### src/rtl/traffic_light.sv
// Single-intersection traffic-light controller: RED -> GREEN -> YELLOW -> RED with per-state dwell times.
// Define TRAFFIC_LIGHT_PED_EN to enable the pedestrian-request early exit from GREEN and the walk lamp.

package traffic_light_pkg;
    typedef enum logic [1:0] {
        RED    = 2'b00,
        YELLOW = 2'b01,
        GREEN  = 2'b10
    } traffic_light_t;
endpackage

module traffic_light
    import traffic_light_pkg::*;
#(
    parameter int unsigned RED_CYCLES       = 8,
    parameter int unsigned GREEN_CYCLES     = 6,
    parameter int unsigned YELLOW_CYCLES    = 2,
    parameter int unsigned MIN_GREEN_CYCLES = 2,
    parameter int unsigned CNT_W            = 8
) (
    input  logic           clk,
    input  logic           asyn_n_reset,
    input  logic           enable,
    input  logic           ped_req,
    output traffic_light_t light_o,
    output logic           red_o,
    output logic           yellow_o,
    output logic           green_o,
    output logic           walk_o,
    output logic           state_chg_o
);

    localparam logic [CNT_W-1:0] RED_LAST    = CNT_W'(RED_CYCLES - 1);
    localparam logic [CNT_W-1:0] GREEN_LAST  = CNT_W'(GREEN_CYCLES - 1);
    localparam logic [CNT_W-1:0] YELLOW_LAST = CNT_W'(YELLOW_CYCLES - 1);

    traffic_light_t   r_state;
    logic [CNT_W-1:0] r_cnt;
    logic             r_state_chg;

    traffic_light_t   w_state_next;
    traffic_light_t   w_state_succ;
    logic [CNT_W-1:0] w_cnt_next;
    logic [CNT_W-1:0] w_dur_last;
    logic             w_chg_next;
    logic             w_illegal;
    logic             w_ped_exit;

    // Per-state dwell limit and successor; 2'b11 is flagged for recovery.
    always_comb begin
        w_dur_last   = RED_LAST;
        w_state_succ = GREEN;
        w_illegal    = 1'b0;
        case (r_state)
            RED: begin
                w_dur_last   = RED_LAST;
                w_state_succ = GREEN;
            end
            GREEN: begin
                w_dur_last   = GREEN_LAST;
                w_state_succ = YELLOW;
            end
            YELLOW: begin
                w_dur_last   = YELLOW_LAST;
                w_state_succ = RED;
            end
            default: begin
                w_dur_last   = '0;
                w_state_succ = RED;
                w_illegal    = 1'b1;
            end
        endcase
    end

    // Illegal-state recovery ignores enable so a corrupted state never lingers.
    // The >= compare also pulls an upset counter back to a clean boundary.
    always_comb begin
        w_state_next = r_state;
        w_cnt_next   = r_cnt;
        w_chg_next   = 1'b0;
        if (w_illegal) begin
            w_state_next = RED;
            w_cnt_next   = '0;
            w_chg_next   = 1'b1;
        end else if (enable) begin
            if ((r_cnt >= w_dur_last) || w_ped_exit) begin
                w_state_next = w_state_succ;
                w_cnt_next   = '0;
                w_chg_next   = 1'b1;
            end else begin
                w_cnt_next = r_cnt + CNT_W'(1);
            end
        end
    end

    always_ff @(posedge clk or negedge asyn_n_reset) begin
        if (!asyn_n_reset) begin
            r_state     <= RED;
            r_cnt       <= '0;
            r_state_chg <= 1'b0;
        end else begin
            r_state     <= w_state_next;
            r_cnt       <= w_cnt_next;
            r_state_chg <= w_chg_next;
        end
    end

`ifdef TRAFFIC_LIGHT_PED_EN
    localparam logic [CNT_W-1:0] MIN_GREEN_LAST = CNT_W'(MIN_GREEN_CYCLES - 1);

    logic r_ped_pending;
    logic r_walk_arm;
    logic w_ped_pending_next;

    assign w_ped_exit = (r_state == GREEN) && r_ped_pending && (r_cnt >= MIN_GREEN_LAST);

    // A request arriving on the same clock that enters RED survives to the next GREEN.
    assign w_ped_pending_next = ped_req ||
                                (r_ped_pending && !(w_chg_next && (w_state_next == RED)));

    always_ff @(posedge clk or negedge asyn_n_reset) begin
        if (!asyn_n_reset) begin
            r_ped_pending <= 1'b0;
            r_walk_arm    <= 1'b0;
        end else begin
            r_ped_pending <= w_ped_pending_next;
            r_walk_arm    <= 1'b1;
        end
    end

    // Walk lamp stays dark while reset is held and lights with RED thereafter.
    assign walk_o = r_walk_arm && (r_state == RED);
`else
    localparam int unsigned UNUSED_MIN_GREEN = MIN_GREEN_CYCLES;

    logic w_unused_ped;

    assign w_unused_ped = ped_req;
    assign w_ped_exit   = 1'b0;
    assign walk_o       = 1'b0;
`endif

    assign light_o     = r_state;
    assign red_o       = (r_state == RED);
    assign yellow_o    = (r_state == YELLOW);
    assign green_o     = (r_state == GREEN);
    assign state_chg_o = r_state_chg;

endmodule

### config.mk
export PLATFORM = sky130hd
export DESIGN_NAME = traffic_light
export DESIGN_NICKNAME = d
export VERILOG_FILES = /design/src/rtl/traffic_light.sv
export SDC_FILE = /design/constraint.sdc
export NUM_CORES = 1
export LEC_CHECK = 0
export ABC_AREA = 1
export BUFFER_PORTS_ARGS = -buffer_cell sky130_fd_sc_hd__buf_4
export CAP_MARGIN = 20
export CORE_AREA = 2 2 39 41
export DETAILED_ROUTE_END_ITERATION = 8
export DIE_AREA = 0 0 41 43
export HOLD_SLACK_MARGIN = 0.08
export PLACE_DENSITY = 0.68
export RECOVER_POWER = 50
export SLEW_MARGIN = 10
export SYNTH_ARGS = -nofsm -noshare
export SYNTH_HDL_FRONTEND = slang
export SYNTH_SLANG_ARGS = --single-unit
### constraint.sdc
create_clock -name clk -period 1.8 [get_ports clk]
set_input_delay 0.09 -clock clk [delete_from_list [all_inputs] [get_ports clk]]
set_output_delay 0.09 -clock clk [all_outputs]
set_load 0.02 [all_outputs]
Word level (Yosys, flattened, before mapping)
Index checks and enable logic that the tools add are counted.

operators by class
  $add $sub $neg = 1
  magnitude comparators = 1
  eq/ne operators = 4
  multiplexer cells = 11
  reduce and logical (&&, ||, !) cells = 3

operator list
  operator             number
  $mux 8               3
  $pmux 3 s3           1
  $add 8x1->8 const B  1
  $ge 8x8->1           1
  $mux 2               3
  $ne 2x1->1 const B   2
  $pmux 2 s2           1
  $mux 1               3
  $reduce_or 3->1      1
  $eq 2x1->1 const B   1
  $eq 2x2->1 const B   1
  $logic_not 2->1      1
  $reduce_and 2->1     1

storage, ports and cells
  flip-flop bits (word level) = 11

Longest topological paths before layout
  depth in word-level cells = 6
  mapped depth = 11

Worst setup path after synthesis
No wires, ideal clock.

  kind = flip-flop to flip-flop
  from = reg r_state[0] (netlist: light_o[0])
  to = reg r_state[0] (netlist: light_o[0])
  arrival time = 1.674 ns
  required time = 1.682 ns
  path slack = 0.008 ns
  stages on the path, launching flop included = 11
  period minus slack after synthesis = 1.792 ns
  cell sequence = dfrtp_1 nor2_1 inv_1 ha_1 nand2_1 nand2_1 nand2_1 nand2_4 nand2_4 nand2_1 nand2_1

between the ends
  word-level cells in the longest chain between the ends = 5

ends and longest elaborated chain
  item                                                  RTL line  source
  start, declared                                       37        traffic_light_t r_state;
  start signal, assigned                                102       r_state <= w_state_next;
  $logic_not 2->1 (*)                                   n/a
  net red_o                                             26        output logic red_o,
  $pmux 3 s3 or $pmux 2 s2 (tied branches)              54        case (r_state)
  $ge 8x8->1 or $mux 2 (tied branches)                  86        if ((r_cnt >= w_dur_last) || w_ped_exit) begin
  $ne 2x1->1 (no line) or $mux 2 (tied branches)        n/a
  $reduce_and 2->1 (no line) or $mux 2 (tied branches)  n/a

The timed path passes the listed nets; every way through them passes the cells marked *. The select of a mux whose other input is x is not followed.
A chain may end at the register's enable or synchronous reset.

Worst setup path in the final report
  from = reg r_state[0] (netlist: light_o[0])
  to = reg r_state[0] (netlist: light_o[0])

between the ends
  word-level cells in the longest chain between the ends = 5

ends and longest elaborated chain
  item                                                  RTL line
  $eq 2x1->1, or another cell as far along              54
  $pmux 3 s3 or $pmux 2 s2 (tied branches)              54
  $ge 8x8->1 or $mux 2 (tied branches)                  86
  $ne 2x1->1 (no line) or $mux 2 (tied branches)        n/a
  $reduce_and 2->1 (no line) or $mux 2 (tied branches)  n/a

Several ways; a longest one is shown, not always the timed one. The select of a mux whose other input is x is not followed.

==> results.py <==
metrics = {
    "critical_path": {
        "worstReg2RegEnd": "light_o[0]$_DFFE_PN0P_",
        "crit_start": "light_o[0]$_DFFE_PN0P_",
        "end_kind": "register",
        "cp_data_arrival_time_ns": 1.74,
        "crit_path_max_fanout": 7,
        "rr_worst_depth": 10,
        "r2r-start": "light_o[0]$_DFFE_PN0P_",
        "worstPathRequired_ns": 1.95,
        "reg2reg_slack_ns": 0.21,
        "critPathLaunchType": "register",
        "path_class": "reg -> reg",
    },
    "timing": {
        "rsz0062_at_grt": "no",
        "totalNegativeSetupSlack_ns": 0,
        "min_period_ns": 1.59,
        "maxSlewHeadroom_pct": 60.6,
        "max_freq_mhz": 628,
        "setup_violations": 0,
        "period_share_pct": 88.5,
        "worstMarginPinSlew_ns": 0.591,
        "finClkSkew_ns": 0.00673,
        "hold-worst-slack_ns": 0.333,
        "hold_violations": 0,
        "maxSlewViolCount": 0,
    },
    "detailed_routing": {
        "vias": 424,
        "first_pass_iters": 3,
        "drc_errors": 0,
        "wirelength_um": 987,
        "detail-route-antenna-nets": 0,
        "viasPerCell": 4.37,
        "wl_per_cell_um": 10.2,
        "drtIter0Drc": 1,
    },
    "grt": {
        "grtUsageTotal_pct": 13.4,
        "antenna_found_initial": 0,
        "grt_pass1_vias": 394,
        "grt_pass1_wl_um": 1610,
        "grt_max_degree": 13,
        "overflow": 0,
    },
    "clock_tree": {
        "post-cts-setup-buffer-count": 0,
        "clk_pin_slew_worst_paths_ns": 0.07,
        "cts_buffer_depth": 2,
        "cts-root-buf": "clkbuf_4",
        "cts_tree": "done",
        "htreeDepth": 1,
        "cts-resized-gates": 0,
        "cts.sink_count": 11,
        "clkLatencyLatePin_ns": 0.26,
        "numCtsBuffers": 3,
        "ctsHoldBuffers": 1,
    },
    "yosys": {
        "yosysUniqueCellTypes": 16,
        "ys_seq_area_share_pct": 45.2,
        "yosysWarnings": 0,
        "synth.avg_cell_area_um2": 8.58,
        "synth_seq_cells": 11,
        "syn_nets": 79,
        "syn_area_um2": 609,
        "synthCells": 71,
    },
    "floorplanning": {
        "rows": 14,
        "core_um2": 1380,
        "dieWidth_um": 41,
        "io_pins": 11,
        "initial_core_util_pct": 44.0,
        "die-area_um2": 1760,
        "die_h_um": 43,
    },
    "finish": {
        "diodes": 0,
        "syn2layout_area_growth_pct": 12.9,
        "finalNonFillerCells": 97,
        "nNetsFinal": 90,
        "drive_above_1_share_pct": 21.0,
        "design_area_um2": 688,
    },
    "outcome": {
        "status": "completed",
    },
    "pwr": {
        "power_leakage_nw": 0.392,
        "p_per_area_nw_per_um2": 1640,
        "irDropWorstVdd_uv": 741,
        "finalPower_mw": 1.13,
    },
    "placement": {
        "routabilityCongestion": 0.747,
        "placed_cell_area_um2": 667,
        "port-buffer-count": 8,
        "place_hpwl_um": 736,
        "dp_cells": 92,
    },
    "flow_run": {
        "cap_violations": 0,
    },
    "hold_path": {
        "hp-class": "in -> async",
    },
}
[area by class of cell]
| type | count | area, um2 |
|---|---|---|
| Tap cell | 16 | 20.0 |
| Multi-Input combinational cell | 44 | 253 |
| Inverter | 13 | 51.3 |
| Clock buffer | 4 | 26.3 |
| Sequential cell | 11 | 275 |
| Timing Repair Buffer | 9 | 62.6 |
| Fill cell | 140 | 696 |
[placed cells by master (no fill, tap or decap)]
cell | netlist | routed
nand3_1 | 3 | 3
dfrtp_1 | 11 | 11
conb_1 | 1 | 1
clkbuf_4 | 0 | 3
nor2_1 | 9 | 9
clkbuf_1 | 1 | 3
ha_1 | 4 | 4
nand2_4 | 4 | 3
inv_4 | 1 | 1
nor2_2 | 3 | 3
inv_1 | 12 | 12
o21ai_1 | 2 | 2
buf_4 | 1 | 6
nand2_1 | 15 | 16
nand3_2 | 1 | 1
dlygate4sd3_1 | 0 | 1
xor2_1 | 2 | 2
[cells in the mapped netlist, drive strengths merged]
library cell | count | area [um2]
o21ai | 2 | 10.0
ha | 4 | 50.1
conb | 1 | 3.75
dfrtp | 11 | 275
xor2 | 2 | 17.5
nand3 | 4 | 25.0
clkbuf | 1 | 3.75
buf | 2 | 18.8
nor2 | 12 | 52.6
nand2 | 19 | 101
inv | 13 | 51.3
[logic make-up (layout without fill, tap and decap cells)]
kind of cell	Yosys count	count (layout)	share of synthesized area [%]
DFF	11	11	45.2
and+or+nand+nor	35	35	29.4
xor gates and xnor gates	2	2	2.88
buffers and inverters	16	26	12.1
AOI/OAI and AO/OA	2	2	1.64
adders and majority gates	4	4	8.21
other	1	1	0.615
[per-stage QoR]
step	util [%]	worst slack (ns)
3_5_place_dp	48.2	0.232
2_1_floorplan	-	0.00804
3_3_place_gp	48.2	0.209
6_report	49.7	0.208
5_1_grt	49.7	0.0492
4_1_cts	50.8	0.200
[sequential cells by signal, indices dropped and copies added (netlist names)]
name and flops:
light_o 2, r_cnt 8, state_chg_o 1
[worst max-delay path by stage]
stage,endpoint,cells after the start
global placement,light_o[1]$_DFFE_PN0P_,10
floorplan,light_o[0]$_DFFE_PN0P_,10
detailed placement,light_o[0]$_DFFE_PN0P_,10
global route,light_o[1]$_DFFE_PN0P_,10
finish,light_o[0]$_DFFE_PN0P_,10
CTS,light_o[0]$_DFFE_PN0P_,10
[power by group]
group          internal [mW]  total [mW]  switching [mW]
clock                 0.0855       0.166          0.0802
combinational          0.222       0.581           0.359
sequential             0.310       0.384          0.0740
[routing by layer]
layer  track usage [%]  wire length (um)
met3              3.14                41
met2              19.4               483
met4              6.00                 0
met1              18.3               462
met5                 0                 0
[critical path, stage by stage (launching register included)]
cell and delay (ns):
dfrtp_1 0.47, nor2_1 0.21, inv_1 0.07, ha_1 0.28, nand2_1 0.05, nand2_1 0.05
nand2_1 0.08, nand2_4 0.10, nand2_4 0.06, nand2_1 0.07, nand2_1 0.05
Power figures use the tool's default switching activity.
